==> src/rtl/mem_port_arbiter_pkg.sv <==
// Shared types and helpers for the fetch/data memory port arbiter.
package mem_port_arbiter_pkg;

    localparam int unsigned ADDR_W = 32;
    localparam int unsigned DATA_W = 32;

    typedef enum logic [1:0] {
        ARB_IDLE = 2'd0,
        ARB_MEM  = 2'd1,
        ARB_RESP = 2'd2
    } arb_state_e;

    typedef enum logic {
        ARB_OWN_I = 1'b0,
        ARB_OWN_D = 1'b1
    } arb_owner_e;

    // Command latched from the winning port at grant time.
    typedef struct packed {
        arb_owner_e          owner;
        logic                we;
        logic [ADDR_W-1:0]   addr;
        logic [DATA_W-1:0]   wdata;
    } arb_cmd_t;

    // True when a word address falls inside the backing memory.
    function automatic logic addr_in_range(input logic [ADDR_W-1:0] addr,
                                           input int unsigned       mem_size);
        return addr < ADDR_W'(mem_size);
    endfunction

endpackage

==> src/rtl/mem_port_arbiter_if.sv <==
// Core fetch/data ports and the single memory port, bundled for the arbiter.
interface mem_port_arbiter_if;
    import mem_port_arbiter_pkg::*;

    // Fetch port
    logic              i_req;
    logic [ADDR_W-1:0] i_addr;
    logic [DATA_W-1:0] i_rdata;
    logic              i_ack;

    // Data port
    logic              d_req;
    logic              d_we;
    logic [ADDR_W-1:0] d_addr;
    logic [DATA_W-1:0] d_wdata;
    logic [DATA_W-1:0] d_rdata;
    logic              d_ack;

    // Status
    logic              bus_err;
    logic              core_stall;

    // Memory port
    logic              mem_req;
    logic              mem_we;
    logic [ADDR_W-1:0] mem_addr;
    logic [DATA_W-1:0] mem_wdata;
    logic [DATA_W-1:0] mem_rdata;
    logic              mem_ack;

    // Arbiter view
    modport slave (
        input  i_req, i_addr,
        input  d_req, d_we, d_addr, d_wdata,
        input  mem_rdata, mem_ack,
        output i_rdata, i_ack,
        output d_rdata, d_ack,
        output bus_err, core_stall,
        output mem_req, mem_we, mem_addr, mem_wdata
    );

    // Core + memory view
    modport master (
        output i_req, i_addr,
        output d_req, d_we, d_addr, d_wdata,
        output mem_rdata, mem_ack,
        input  i_rdata, i_ack,
        input  d_rdata, d_ack,
        input  bus_err, core_stall,
        input  mem_req, mem_we, mem_addr, mem_wdata
    );

endinterface

==> src/rtl/mem_port_arbiter_timeout.sv <==
// Memory-wait watchdog: counts cycles while enabled, flags the last allowed cycle.
module mem_port_arbiter_timeout #(
    parameter int unsigned TIMEOUT = 16
) (
    input  logic clk,
    input  logic reset,
    input  logic clr,
    input  logic en,
    output logic expired_c
);

    localparam int unsigned CNT_W = (TIMEOUT > 1) ? $clog2(TIMEOUT) : 1;

    logic [CNT_W-1:0] cnt;

    assign expired_c = (cnt == CNT_W'(TIMEOUT - 1));

    // Count wait cycles; holds at the expiry value until cleared.
    always_ff @(posedge clk or posedge reset) begin
        if (reset) begin
            cnt <= '0;
        end else if (clr) begin
            cnt <= '0;
        end else if (en && !expired_c) begin
            cnt <= cnt + CNT_W'(1);
        end
    end

endmodule

==> src/rtl/mem_port_arbiter.sv <==
// Shares one word-addressed memory between the fetch and data ports of the core.
module mem_port_arbiter
    import mem_port_arbiter_pkg::*;
#(
    parameter int unsigned MEM_SIZE = 256,
    parameter int unsigned TIMEOUT  = 16,
    parameter int unsigned DATA_MAX = 4
) (
    input  logic               clk,
    input  logic               reset,
    mem_port_arbiter_if.slave  bus
);

    localparam int unsigned GCNT_W = $clog2(DATA_MAX + 1);

    arb_state_e         state;
    arb_cmd_t           cmd;
    logic [GCNT_W-1:0]  gnt_cnt;
    logic               mem_req_q;
    logic               i_ack_q;
    logic               d_ack_q;
    logic               err_q;
    logic [DATA_W-1:0]  i_rdata_q;
    logic [DATA_W-1:0]  d_rdata_q;

    logic               req_any_c;
    logic               fetch_wins_c;
    logic               win_in_range_c;
    arb_cmd_t           win_c;
    logic               to_expired_c;

    logic               done_c;
    logic               done_err_c;
    arb_owner_e         done_owner_c;
    logic               done_we_c;
    logic [DATA_W-1:0]  done_data_c;

    // Watchdog runs only while an access is outstanding at the memory.
    mem_port_arbiter_timeout #(
        .TIMEOUT (TIMEOUT)
    ) u_timeout (
        .clk       (clk),
        .reset     (reset),
        .clr       (state != ARB_MEM),
        .en        (state == ARB_MEM),
        .expired_c (to_expired_c)
    );

    // Arbitration: data wins unless it has used up its quota while fetch waits.
    always_comb begin
        req_any_c    = bus.i_req || bus.d_req;
        fetch_wins_c = bus.i_req && (!bus.d_req || (gnt_cnt == GCNT_W'(DATA_MAX)));
        win_c        = '0;
        if (fetch_wins_c) begin
            win_c.owner = ARB_OWN_I;
            win_c.we    = 1'b0;
            win_c.addr  = bus.i_addr;
            win_c.wdata = '0;
        end else begin
            win_c.owner = ARB_OWN_D;
            win_c.we    = bus.d_we;
            win_c.addr  = bus.d_addr;
            win_c.wdata = bus.d_wdata;
        end
        win_in_range_c = addr_in_range(win_c.addr, MEM_SIZE);
    end

    // Completion event: range error in IDLE, or memory ack / timeout in MEM.
    always_comb begin
        done_c       = 1'b0;
        done_err_c   = 1'b0;
        done_owner_c = cmd.owner;
        done_we_c    = cmd.we;
        done_data_c  = '0;
        case (state)
            ARB_IDLE: begin
                if (req_any_c && !win_in_range_c) begin
                    done_c       = 1'b1;
                    done_err_c   = 1'b1;
                    done_owner_c = win_c.owner;
                    done_we_c    = win_c.we;
                end
            end
            ARB_MEM: begin
                if (bus.mem_ack) begin
                    done_c      = 1'b1;
                    done_data_c = bus.mem_rdata;
                end else if (to_expired_c) begin
                    done_c     = 1'b1;
                    done_err_c = 1'b1;
                end
            end
            default: begin
                done_c = 1'b0;
            end
        endcase
    end

    // Sequencer: grant, memory access, one-cycle response.
    always_ff @(posedge clk or posedge reset) begin
        if (reset) begin
            state     <= ARB_IDLE;
            cmd       <= '0;
            gnt_cnt   <= '0;
            mem_req_q <= 1'b0;
        end else begin
            case (state)
                ARB_IDLE: begin
                    if (req_any_c) begin
                        cmd <= win_c;
                        if ((win_c.owner == ARB_OWN_I) || !bus.i_req) begin
                            gnt_cnt <= '0;
                        end else if (gnt_cnt != GCNT_W'(DATA_MAX)) begin
                            gnt_cnt <= gnt_cnt + GCNT_W'(1);
                        end
                        if (win_in_range_c) begin
                            state     <= ARB_MEM;
                            mem_req_q <= 1'b1;
                        end else begin
                            state <= ARB_RESP;
                        end
                    end else begin
                        gnt_cnt <= '0;
                    end
                end
                ARB_MEM: begin
                    if (done_c) begin
                        state     <= ARB_RESP;
                        mem_req_q <= 1'b0;
                    end
                end
                ARB_RESP: begin
                    state <= ARB_IDLE;
                end
                default: begin
                    state     <= ARB_IDLE;
                    mem_req_q <= 1'b0;
                end
            endcase
        end
    end

    // Owner ack, error flag and read data, registered on completion.
    always_ff @(posedge clk or posedge reset) begin
        if (reset) begin
            i_ack_q   <= 1'b0;
            d_ack_q   <= 1'b0;
            err_q     <= 1'b0;
            i_rdata_q <= '0;
            d_rdata_q <= '0;
        end else begin
            i_ack_q <= done_c && (done_owner_c == ARB_OWN_I);
            d_ack_q <= done_c && (done_owner_c == ARB_OWN_D);
            err_q   <= done_c && done_err_c;
            if (done_c && !done_we_c) begin
                if (done_owner_c == ARB_OWN_I) begin
                    i_rdata_q <= done_data_c;
                end else begin
                    d_rdata_q <= done_data_c;
                end
            end
        end
    end

    assign bus.i_ack      = i_ack_q;
    assign bus.i_rdata    = i_rdata_q;
    assign bus.d_ack      = d_ack_q;
    assign bus.d_rdata    = d_rdata_q;
    assign bus.bus_err    = err_q;
    assign bus.mem_req    = mem_req_q;
    assign bus.mem_we     = cmd.we;
    assign bus.mem_addr   = cmd.addr;
    assign bus.mem_wdata  = cmd.wdata;
    assign bus.core_stall = (bus.i_req & ~i_ack_q) | (bus.d_req & ~d_ack_q);

endmodule

==> src/flat_wrapper.sv <==
// flat-port wrapper written by rule: the top's interface ports become plain ports
module mem_port_arbiter_flat import mem_port_arbiter_pkg::*;
#(
    parameter int unsigned MEM_SIZE = 256,
    parameter int unsigned TIMEOUT  = 16,
    parameter int unsigned DATA_MAX = 4
)
  (clk, reset, bus_i_req, bus_i_addr, bus_d_req, bus_d_we, bus_d_addr, bus_d_wdata, bus_mem_rdata, bus_mem_ack, bus_i_rdata, bus_i_ack, bus_d_rdata, bus_d_ack, bus_bus_err, bus_core_stall, bus_mem_req, bus_mem_we, bus_mem_addr, bus_mem_wdata);
  mem_port_arbiter_if bus_i ();
  input  logic clk;
  input  logic reset;
  input wire logic [$bits(bus_i.i_req)-1:0] bus_i_req;
  input wire logic [$bits(bus_i.i_addr)-1:0] bus_i_addr;
  input wire logic [$bits(bus_i.d_req)-1:0] bus_d_req;
  input wire logic [$bits(bus_i.d_we)-1:0] bus_d_we;
  input wire logic [$bits(bus_i.d_addr)-1:0] bus_d_addr;
  input wire logic [$bits(bus_i.d_wdata)-1:0] bus_d_wdata;
  input wire logic [$bits(bus_i.mem_rdata)-1:0] bus_mem_rdata;
  input wire logic [$bits(bus_i.mem_ack)-1:0] bus_mem_ack;
  output wire logic [$bits(bus_i.i_rdata)-1:0] bus_i_rdata;
  output wire logic [$bits(bus_i.i_ack)-1:0] bus_i_ack;
  output wire logic [$bits(bus_i.d_rdata)-1:0] bus_d_rdata;
  output wire logic [$bits(bus_i.d_ack)-1:0] bus_d_ack;
  output wire logic [$bits(bus_i.bus_err)-1:0] bus_bus_err;
  output wire logic [$bits(bus_i.core_stall)-1:0] bus_core_stall;
  output wire logic [$bits(bus_i.mem_req)-1:0] bus_mem_req;
  output wire logic [$bits(bus_i.mem_we)-1:0] bus_mem_we;
  output wire logic [$bits(bus_i.mem_addr)-1:0] bus_mem_addr;
  output wire logic [$bits(bus_i.mem_wdata)-1:0] bus_mem_wdata;
  assign bus_i.i_req = bus_i_req;
  assign bus_i.i_addr = bus_i_addr;
  assign bus_i.d_req = bus_d_req;
  assign bus_i.d_we = bus_d_we;
  assign bus_i.d_addr = bus_d_addr;
  assign bus_i.d_wdata = bus_d_wdata;
  assign bus_i.mem_rdata = bus_mem_rdata;
  assign bus_i.mem_ack = bus_mem_ack;
  assign bus_i_rdata = bus_i.i_rdata;
  assign bus_i_ack = bus_i.i_ack;
  assign bus_d_rdata = bus_i.d_rdata;
  assign bus_d_ack = bus_i.d_ack;
  assign bus_bus_err = bus_i.bus_err;
  assign bus_core_stall = bus_i.core_stall;
  assign bus_mem_req = bus_i.mem_req;
  assign bus_mem_we = bus_i.mem_we;
  assign bus_mem_addr = bus_i.mem_addr;
  assign bus_mem_wdata = bus_i.mem_wdata;
  mem_port_arbiter #(.MEM_SIZE(MEM_SIZE), .TIMEOUT(TIMEOUT), .DATA_MAX(DATA_MAX)) u_core (.clk(clk), .reset(reset), .bus(bus_i));
endmodule
==> config.mk <==
export PLATFORM = sky130hd
export DESIGN_NAME = mem_port_arbiter_flat
export DESIGN_NICKNAME = d
export VERILOG_FILES = /design/src/rtl/mem_port_arbiter_pkg.sv /design/src/rtl/mem_port_arbiter_if.sv /design/src/rtl/mem_port_arbiter_timeout.sv /design/src/rtl/mem_port_arbiter.sv /design/src/flat_wrapper.sv
export SDC_FILE = /design/constraint.sdc
export NUM_CORES = 1
export LEC_CHECK = 0
export ABC_CLOCK_PERIOD_IN_PS = 6500
export CAP_MARGIN = 40
export CORE_MARGIN = 10
export CORE_UTILIZATION = 35
export DETAILED_ROUTE_END_ITERATION = 16
export PLACE_DENSITY = 0.69
export SLEW_MARGIN = 20
export SYNTH_ARGS = -nofsm -noshare
export SYNTH_HDL_FRONTEND = slang
export SYNTH_SLANG_ARGS = --single-unit
==> constraint.sdc <==
create_clock -name clk -period 6.5 [get_ports clk]
set_clock_uncertainty 0.2 [all_clocks]
set_input_delay 1.95 -clock clk [delete_from_list [all_inputs] [get_ports clk]]
set_output_delay 1.95 -clock clk [all_outputs]
set_load 0.02 [all_outputs]
# After elaboration in Yosys (flattened, before gate mapping)
# Index checks and enable logic that the tools add are counted.
dict set report classes {
  n_addsub 2
  multipliers 0
  n_div 0
  magnitude_cmp 1
  n_eq_ne 10
  shifts 0
  mux 26
  n_bitwise 8
  reduce_logical 23
}
# op n
set ops {}
lappend ops {{$mux W66} 1}
lappend ops {{$mux W32} 2}
lappend ops {{$lt A32 B9 Y1 const B} 1}
lappend ops {{$mux W1} 11}
lappend ops {{$reduce_and A2 Y1} 5}
lappend ops {{$mux W3} 3}
lappend ops {{$mux W4} 2}
lappend ops {{$ne A2 B1 Y1 const B} 4}
lappend ops {{$logic_and A1 B1 Y1} 7}
lappend ops {{$mux W2} 3}
lappend ops {{$ne A3 B3 Y1 const B} 2}
lappend ops {{$logic_not A1 Y1} 5}
lappend ops {{$not A1 Y1} 5}
lappend ops {{$add A4 B1 Y4 const B} 1}
lappend ops {{$eq A4 B4 Y1 const B} 1}
lappend ops {{$pmux W1 S2} 2}
lappend ops {{$pmux W2 S2} 1}
lappend ops {{$reduce_and A4 Y1} 1}
lappend ops {{$add A3 B1 Y3 const B} 1}
lappend ops {{$eq A3 B3 Y1 const B} 1}
lappend ops {{$logic_or A1 B1 Y1} 3}
lappend ops {{$pmux W1 S3} 1}
lappend ops {{$and A1 B1 Y1} 2}
lappend ops {{$eq A2 B1 Y1 const B} 1}
lappend ops {{other kinds (4)} 4}
dict set report totals {
  reg_bits 143
  latchBits 0
  mem_bits_rw 0
  rom_bits 0
  input_bits 134
  wordCells 83
  memories 0
}

# Longest topological paths before layout
# Gate-level depths: netlist (run 1).
dict set report depth {
  ltp_word 12
  ltp_mapped 8
  ltp_nobuf 7
}

# Modules after synthesis
# A second synthesis (run 1) with hierarchy kept.
dict set report unflattened {
  cells_unflattened 717
  area_unflattened_um2 6882.9
}
# module n_inst cells_each area_per_inst_um2
set modules_own_cells {}
lappend modules_own_cells {mem_port_arbiter 1 696 6650.1}
lappend modules_own_cells {mem_port_arbiter_timeout 1 21 232.7}

# Worst setup path before layout (run 1)
# Ideal clock, no wire load.
dict set report synth_timing {
  path_kind {input-to-output}
  from {input port bus_i_req}
  to {output port bus_core_stall}
  arrival_time_ns 2.366
  t_required_ns 4.350
  slack_ns 1.984
  path_stages 2
  cell_sequence {inv_1 o22ai_1}
}
dict set report synth_between {
  elab_chain_cells 2
}
# element line
set synth_lines {}
lappend synth_lines {{from (decl)} flat_wrapper.sv:12} ;# input wire logic [$bits(bus_i.i_req)-1:0] bus_i_req;
lappend synth_lines {{$and A1 B1 Y1} mem_port_arbiter.sv:174} ;# assign bus.core_stall = (bus.i_req & ~i_ack_q) | (bus.d_req & ~d_ack_q);
lappend synth_lines {{$or A1 B1 Y1} mem_port_arbiter.sv:174}
lappend synth_lines {{to (decl)} flat_wrapper.sv:25} ;# output wire logic [$bits(bus_i.core_stall)-1:0] bus_core_stall;
# Every way passes these cells.

# Worst setup path after layout (run 1)
# Same ends and word-level chain as after synthesis.

==> results of run 1 <==
==> worst max-delay path by stage <==
stage,end,depth (start not counted),from
final,bus_core_stall,4,bus_i_req
after global routing,bus_core_stall,4,bus_i_req
after global placement,bus_core_stall,4,bus_i_req
after floorplan,u_core.bus.bus_err,1,reset
after detailed placement,bus_core_stall,4,bus_i_req
after CTS,bus_core_stall,4,bus_i_req
==> synthesized netlist by cell type (2+ instances only) <==
cell	number	area share
a21o_1	32	0.036
a21oi_1	2	0.0015
buf_1	6	0.0034
buf_2	12	0.0091
buf_4	66	0.075
buf_6	3	0.0051
clkbuf_1	20	0.011
dfrtp_1	143	0.54
ha_1	3	0.0057
inv_1	7	0.0040
mux2i_1	33	0.050
nand2_1	172	0.098
nand2b_1	2	0.0019
nand3_1	2	0.0015
nand4_1	2	0.0019
nor2_1	36	0.021
nor2_2	2	0.0019
nor3_1	5	0.0038
nor3_2	2	0.0030
nor4_1	7	0.0067
o21ai_0	71	0.054
o22ai_1	34	0.032
o32ai_1	4	0.0053
or3_1	3	0.0029
==> sequential cells by signal (all words and copies together), names as in the netlist, 2 cells and up <==
signal	count
u_core.bus.d_rdata	32
u_core.bus.i_rdata	32
u_core.bus.mem_addr	32
u_core.bus.mem_wdata	32
u_core.gnt_cnt	3
u_core.state	2
u_core.u_timeout.cnt	4
==> cells by family (layout without fill, tap and decap cells) <==
family	after synthesis	after routing	share of synthesized area
fa+ha+maj	3	3	0.00570
buf+inv	114	318	0.108
other cells	0	1	0
simple gates	238	238	0.150
xor+xnor	1	1	0.00133
flops	143	143	0.544
compound gates	150	150	0.139
mux	34	34	0.0519
==> power by group through the flow <==
stage / clock network, uW / logic [uW] / registers (uW)
finish: 1010 / 524 / 1010
global route: 1070 / 566 / 1020
CTS: 1030 / 531 / 1010
detailed placement: 0 / 529 / 1030
global placement: 0 / 527 / 1030
floorplan: 0 / 340 / 1020
==> per-stage QoR <==
step | power (uW) | hold WS (ns) | cells
floorplan | 1360 | 0.246 | 683
global placement | 1550 | 0.257 | 1086
detailed placement | 1560 | 0.264 | 1088
CTS | 2570 | 0.279 | 1120
global route | 2660 | 0.289 | 1121
finish | 2540 | 0.274 | 1122
==> metal layers <==
metal / up-vias / routed length (um) / part of all wire
li1: 2636 / - / -
met1: 2508 / 8540 / 0.42
met2: 173 / 9510 / 0.46
met3: 22 / 2160 / 0.11
met4: 0 / 320 / 0.016
met5: - / 0 / 0
==> critical path, delay by kind of cell <==
kind	cells	cell delay [ns]
buffers and inverters	3	1.35
AO/OA/AOI/OAI	1	0.17
==> layout make-up <==
class,instances,area (sq um)
Tap cell,234,293
Inverter,7,31.3
Antenna cell,1,2.50
Fill cell,1714,8940
Sequential cell,143,3580
Clock inverter,15,174
Multi-Input combinational cell,426,2310
Clock buffer,17,425
Timing Repair Buffer,279,2820
==> impl_metrics.toml, run 1 <==
[clock_tree]
hold_buffers = 0
tritoncts = "yes"
post_cts_buffers = 0
clkTransAtPathRegs_ns = 0.06
post_cts_resized = 0
cts_root_buf = "clkbuf_16"
cts_buffers = 17
insertion_delay_ns = 0.42
clockBufferDepth = 2
htreeDepth = 4
clock-sinks = 143

[routing]
drt-wirelength-per-cell_um = 18.3
detail-route-antenna-nets = 0
dr.pass1.iters = 6
finalWirelength_mm = 20.5
drc = 0
vias_per_cell = 4.76
vias = 5339
drt_iter0_drc = 244

[sta]
setup-tns-final_ns = 0
drv_slew = 0
slew-limit-headroom = 0.522
min_period_ns = 5.62
clock.fmax_mhz = 178
rsz0062_at_grt = "false"
period_share = 0.865
hold_violations = 0
setup_viol = 0
tightest_slew_ns = 0.717
fin_ws_ns = 0.875

[layout]
area_delta_synth_final_pct = 46.4
final_common_cell = "clkdlybuf4s50_1"
mostFrequentLayoutCells = "clkdlybuf4s50_1, nand2_1, dfrtp_1"
nets = 1011
finalInstanceArea_sq_um = 9640
drive_gt1_frac = 0.0643
post-route-util = 0.519

[worst_setup_path]
crit_type = "input port to output pin"
cp-start-kind = "input port"
cpPeakStageDelay_ns = 0.63
crit_chain = "clkdlybuf4s50_1 -> inv_1 -> o22ai_1 -> clkdlybuf4s50_1"
reg2reg_depth = 6
timing.rr.start = "u_core.gnt_cnt[0]"
worstPathMaxFanout = 4
slowest_stage = "clkdlybuf4s50_1"
end_kind = "output pin"
crit_top_cell = "clkdlybuf4s50_1"
worstPathArrival_ns = 3.47
worstReg2RegEnd = "u_core.bus.i_rdata[28]"
required_ns = 4.35
r2r_setup_slack_ns = 4.03

[logic_synthesis]
synth-edff-count = 0
seq_area_frac_synth = 0.544
synth_area_per_cell_sq_um = 9.64
yosysWarnings = 0
syn-cell-area_sq_um = 6580
synth-seq-cells = 143
post_synth_num_cell_types = 38
ys_async_sr_fraction = 1.00
syn_inst = 683
synth_nets = 820
synth-main-ff-cell = "dfrtp_1"

[floorplan]
initial_core_util = 0.354
die-area_sq_um = 24700
rows = 50
design.core.area_sq_um = 18600
ios = 268
die_y_um = 157
die_w_um = 157

[place]
place_congestion = 0.839
io_buffers = 267
place_area_sq_um = 9010
place_ws_ns = 0.885
hpwl_mm = 15.1

[power_and_ir_drop]
clkPwrFrac = 0.396
power.internal_uw = 1800
seqPwrFrac = 0.398
power.switching_uw = 740
switching_share = 0.291
vdd_drop_max_mv = 0.175
p_leak_uw = 0.00441
power_frac_comb = 0.206
p_per_area_nw_per_um2 = 264

[grt]
grt_pass1_wl_mm = 31.8
antenna_found_initial = 1
grt_busiest_layer = "met2"
grt_max_degree = 79
overflow = 0
first_global_vias = 5555
met1_usage = 0.199
grt_use_met3 = 0.0800
grt_util_all_layers = 0.166
met2_usage = 0.261

[min_path]
holdPathStages = 2
worst_hold_startpoint = "u_core.bus.mem_wdata[15]"
hold_end = "u_core.bus.mem_wdata[15]"
holdCritPathClass = "register to register"

[run]
cap_violations = 0

[run_status]
status = "complete, no violations"
(Power assumes the default switching activity.)
==> run 2: changes to the inputs <==
PLACE_DENSITY = 0.68   (was 0.69)
SYNTH_HIERARCHICAL = 1   (was unset)
==> impl_metrics.toml, run 2 <==
[min_path]
worst_hold_startpoint = "u_core/bus.mem_wdata[1]"
hold_end = "u_core/bus.mem_wdata[1]"
holdPathStages = 2
holdCritPathClass = "register to register"

[logic_synthesis]
synth_area_per_cell_sq_um = 9.60
yosysMostFrequentCell = "nand2_1"
synth-main-ff-cell = "dfrtp_1"
syn-cell-area_sq_um = 6880
synth-seq-cells = 143
ys_async_sr_fraction = 1.00
synth_area_leaders = "dfrtp_1, nand2_1, buf_4, mux2_4, a31oi_1"
yosysWarnings = 6
synth-edff-count = 0
syn_inst = 717
post_synth_num_cell_types = 42
seq_area_frac_synth = 0.520
synth_nets = 854
synth_top_area_share = 0.520
synthTopCellsByCount = "nand2_1, dfrtp_1, buf_4"
yosys.area.top_type = "dfrtp_1"

[routing]
dr.pass1.iters = 4
detail-route-antenna-nets = 0
drt-wirelength-per-cell_um = 18.4
drc = 0
vias = 5657
vias_per_cell = 4.77
finalWirelength_mm = 21.9
drt_iter0_drc = 314

[sta]
slew-limit-headroom = 0.564
tightest_slew_ns = 0.655
drv_slew = 0
setup_viol = 0
hold_violations = 0
setup-tns-final_ns = 0
clock.fmax_mhz = 177
timing.hold.ws_ns = 0.265
period_share = 0.869
rsz0062_at_grt = "false"
min_period_ns = 5.65

[clock_tree]
clock-sinks = 143
post_cts_buffers = 0
cts_buffers = 17
clkTransAtPathRegs_ns = 0.07
cts_root_buf = "clkbuf_16"
clockBufferDepth = 2
hold_buffers = 0
htreeDepth = 4
post_cts_resized = 0
tritoncts = "yes"
insertion_delay_ns = 0.42

[worst_setup_path]
end_kind = "output pin"
timing.rr.start = "u_core/state[1]"
worstPathMaxFanout = 6
crit_chain = "clkdlybuf4s50_1 -> inv_2 -> o22ai_1 -> clkdlybuf4s50_1"
reg2reg_depth = 6
slowest_stage = "clkdlybuf4s50_1"
required_ns = 4.35
crit_type = "input port to output pin"
worstPathArrival_ns = 3.50
r2r_setup_slack_ns = 3.53
worstReg2RegEnd = "u_core/bus.i_rdata[31]"
cpPeakStageDelay_ns = 0.63
cp-start-kind = "input port"
crit_top_cell = "clkdlybuf4s50_1"

[grt]
met2_usage = 0.260
overflow = 0
antenna_found_initial = 0
grt_util_all_layers = 0.168
grt_use_met3 = 0.0771
grt_busiest_layer = "met2"
grt_pass1_wl_mm = 34.3
met1_usage = 0.210
first_global_vias = 5820
grt_max_degree = 70

[layout]
area_delta_synth_final_pct = 44.2
mostFrequentLayoutCells = "clkdlybuf4s50_1, nand2_1, dfrtp_1"
antenna_cells = 0
nets = 1046
drive_gt1_frac = 0.105
post-route-util = 0.512
final_common_cell = "clkdlybuf4s50_1"

[floorplan]
ios = 268
design.core.area_sq_um = 19400
die-area_sq_um = 25700
die_w_um = 160
die_y_um = 160
initial_core_util = 0.355
rows = 51

[power_and_ir_drop]
vdd_drop_max_mv = 0.170
p_leak_uw = 0.00440
p_per_area_nw_per_um2 = 260

[place]
io_buffers = 267
hpwl_mm = 16.0
place_congestion = 0.776

[run_status]
status = "complete, no violations"

[run]
cap_violations = 0
run 2: cells by family after synthesis:
group | share of synthesized area
and+or+nand+nor | 0.220
DFF | 0.520
buffers and inverters | 0.105
AOI/OAI and AO/OA | 0.0767
muxes | 0.0724
adders and majority gates | 0.00545
run 2: worst max path at each step:
stage              start                  to
4_1_cts        bus_i_req      bus_core_stall
5_1_grt        bus_i_req      bus_core_stall
6_report       bus_i_req      bus_core_stall
3_5_place_dp   bus_i_req      bus_core_stall
2_1_floorplan      reset  u_core/bus.bus_err
3_3_place_gp   bus_i_req      bus_core_stall
run 2: power breakdown:
| part | leakage [uW] | total (uW) | switching [uW] | internal [uW] |
|---|---|---|---|---|
| registers | 0.00186 | 1020 | 46.9 | 972 |
| clock network | 0.000282 | 1000 | 426 | 578 |
| logic | 0.00226 | 562 | 298 | 264 |
| total | 0.00440 | 2580 | 771 | 1810 |
run 2: stage by stage:
step / power (uW) / worst slack (ns) / instances / cell area (sq um)
global placement: 1590 / 0.883 / 1153 / 9300
global route: 2710 / 0.799 / 1187 / 9930
CTS: 2620 / 0.842 / 1187 / 9930
finish: 2580 / 0.854 / 1187 / 9930
floorplan: 1390 / 0.625 / 717 / 6880
detailed placement: 1600 / 0.850 / 1155 / 9330
run 2: layer usage:
metal	vias up	part of all wire	wire length, um
met2	214	0.46	9960
met5	-	0	0
met1	2702	0.44	9700
met4	0	0.0076	167
met3	9	0.093	2040
li1	2732	-	-
run 2: layout make-up:
| type | count | area, sq um |
|---|---|---|
| clock buffers | 17 | 425 |
| clock inverters | 15 | 174 |
| fillers | 1858 | 9470 |
| inverters | 8 | 35.0 |
| multi-input cells | 459 | 2600 |
| flip-flops and latches | 143 | 3580 |
| well taps | 265 | 332 |
| repair buffers | 280 | 2790 |
run 2: critical path, delay by kind of cell:
kind	cells	cell delay [ns]
compound gates	1	0.17
buf+inv	3	1.37
==> run 3: changes to the inputs <==
CORE_MARGIN = 1   (was 10)
REMOVE_ABC_BUFFERS = 1   (was unset)
==> impl_metrics.toml, run 3 (same netlist as run 2, synthesis figures left out) <==
[routing]
drc = 0
detail-route-antenna-nets = 0
drt-wirelength-per-cell_um = 16.9
vias = 5675
finalWirelength_mm = 20.0
dr.pass1.iters = 4
vias_per_cell = 4.80
drt_iter0_drc = 270

[worst_setup_path]
crit_top_cell = "clkdlybuf4s50_1"
slowest_stage = "clkdlybuf4s50_1"
critPathBufInv = 3
timing.rr.start = "u_core/state[1]"
cp-start-kind = "input port"
worstPathMaxFanout = 6
critPathTopFamily = "buffers and inverters"
required_ns = 4.35
crit_type = "input port to output pin"
cpPeakStageDelay_ns = 0.63
worstReg2RegEnd = "u_core/bus.i_rdata[30]"
crit_chain = "clkdlybuf4s50_1 -> inv_2 -> o22ai_1 -> clkdlybuf4s50_1"
r2r_setup_slack_ns = 3.49
worstPathArrival_ns = 3.47
reg2reg_depth = 6
end_kind = "output pin"

[floorplan]
rows = 50
ios = 268
die_w_um = 142
die-area_sq_um = 20200
design.core.area_sq_um = 19000
initial_core_util = 0.362
die_y_um = 142

[grt]
met1_usage = 0.250
grt_util_all_layers = 0.204
overflow = 0
first_global_vias = 5639
grt_pass1_wl_mm = 31.2
antenna_found_initial = 0
grt_busiest_layer = "met2"
met2_usage = 0.329
grt_use_met3 = 0.0710
grt_max_degree = 77

[place]
place_area_sq_um = 9330
place_congestion = 0.795
hpwl_mm = 14.0
io_buffers = 267

[sta]
slew-limit-headroom = 0.555
clock.fmax_mhz = 178
tightest_slew_ns = 0.667
hold_violations = 0
period_share = 0.865
rsz0062_at_grt = "false"
setup_viol = 0
min_period_ns = 5.62
drv_slew = 0
timing.hold.ws_ns = 0.263

[clock_tree]
htreeDepth = 4
clkTransAtPathRegs_ns = 0.06
cts_buffers = 17
insertion_delay_ns = 0.41
clockBufferDepth = 2
hold_buffers = 0
post_cts_resized = 0
clock-sinks = 143
cts_root_buf = "clkbuf_16"
post_cts_buffers = 0
tritoncts = "yes"

[layout]
antenna_cells = 0
final_common_cell = "clkdlybuf4s50_1"
finalInstanceArea_sq_um = 9940
mostFrequentLayoutCells = "clkdlybuf4s50_1, nand2_1, dfrtp_1"
area_delta_synth_final_pct = 44.4
drive_gt1_frac = 0.104
nets = 1047

[run]
cap_violations = 0

[power_and_ir_drop]
p_per_area_nw_per_um2 = 256
p_leak_uw = 0.00441
vdd_drop_max_mv = 0.170

[run_status]
status = "complete, no violations"

[min_path]
holdCritPathClass = "register to register"
holdPathStages = 2
hold_end = "u_core/bus.mem_wdata[29]"
worst_hold_startpoint = "u_core/bus.mem_wdata[29]"
-- run 3: changes by cell type in the layout (fill, tap and decap cells not counted), moves of 2 or more --
| cell | previous run | this run |
|---|---|---|
| clkbuf_1 | 0 | 2 |
| clkinv_2 | 0 | 2 |
| clkinv_4 | 1 | 4 |
| inv_6 | 7 | 2 |
| inv_8 | 2 | 0 |
-- run 3: final cells by class --
cell class | instances | area [sq um]
clock buffers | 20 | 447
clock inverters | 12 | 136
fillers | 1769 | 9080
inverters | 8 | 35.0
multi-input cells | 459 | 2600
flip-flops and latches | 143 | 3580
well taps | 260 | 325
repair buffers | 281 | 2820
-- run 3: stage by stage --
stage	total power (uW)	cells	worst slack [ns]	setup TNS, ns	utilization
2_1_floorplan	1280	610	-0.970	-56.23	-
5_1_grt	2660	1183	0.801	0	0.523
6_report	2540	1183	0.876	0	0.523
3_5_place_dp	1600	1150	0.870	0	0.491
3_3_place_gp	1590	1148	0.899	0	0.489
4_1_cts	2580	1182	0.868	0	0.521
-- run 3: how the worst max path moves through the flow --
stage	startpoint	to	slack [ns]	depth (start not counted)
final	bus_i_req	bus_core_stall	0.88	4
after global routing	bus_i_req	bus_core_stall	0.80	4
after global placement	bus_i_req	bus_core_stall	0.90	4
after CTS	bus_i_req	bus_core_stall	0.87	4
after detailed placement	bus_i_req	bus_core_stall	0.87	4
after floorplan	bus_i_req	u_core/bus.d_rdata[0]	-0.97	5
-- run 3: worst reg2reg max path: stages (launching register included) --
cell,delay (ns)
dfrtp_1,0.41
nand2b_1,0.28
inv_2,0.54
o21ai_2,0.26
o31ai_4,0.22
buf_4,0.55
mux2_2,0.44
-- run 3: report_power, final --
part           switching, uW  total [uW]  internal [uW]
Clock                    389         966            577
Sequential              46.8        1020            972
Combinational            293         559            266
-- run 3: per-layer routing --
layer	routed length [um]	share of wire
met2	9450	0.47
met5	0	0
met3	1790	0.090
met4	374	0.019
met1	8340	0.42
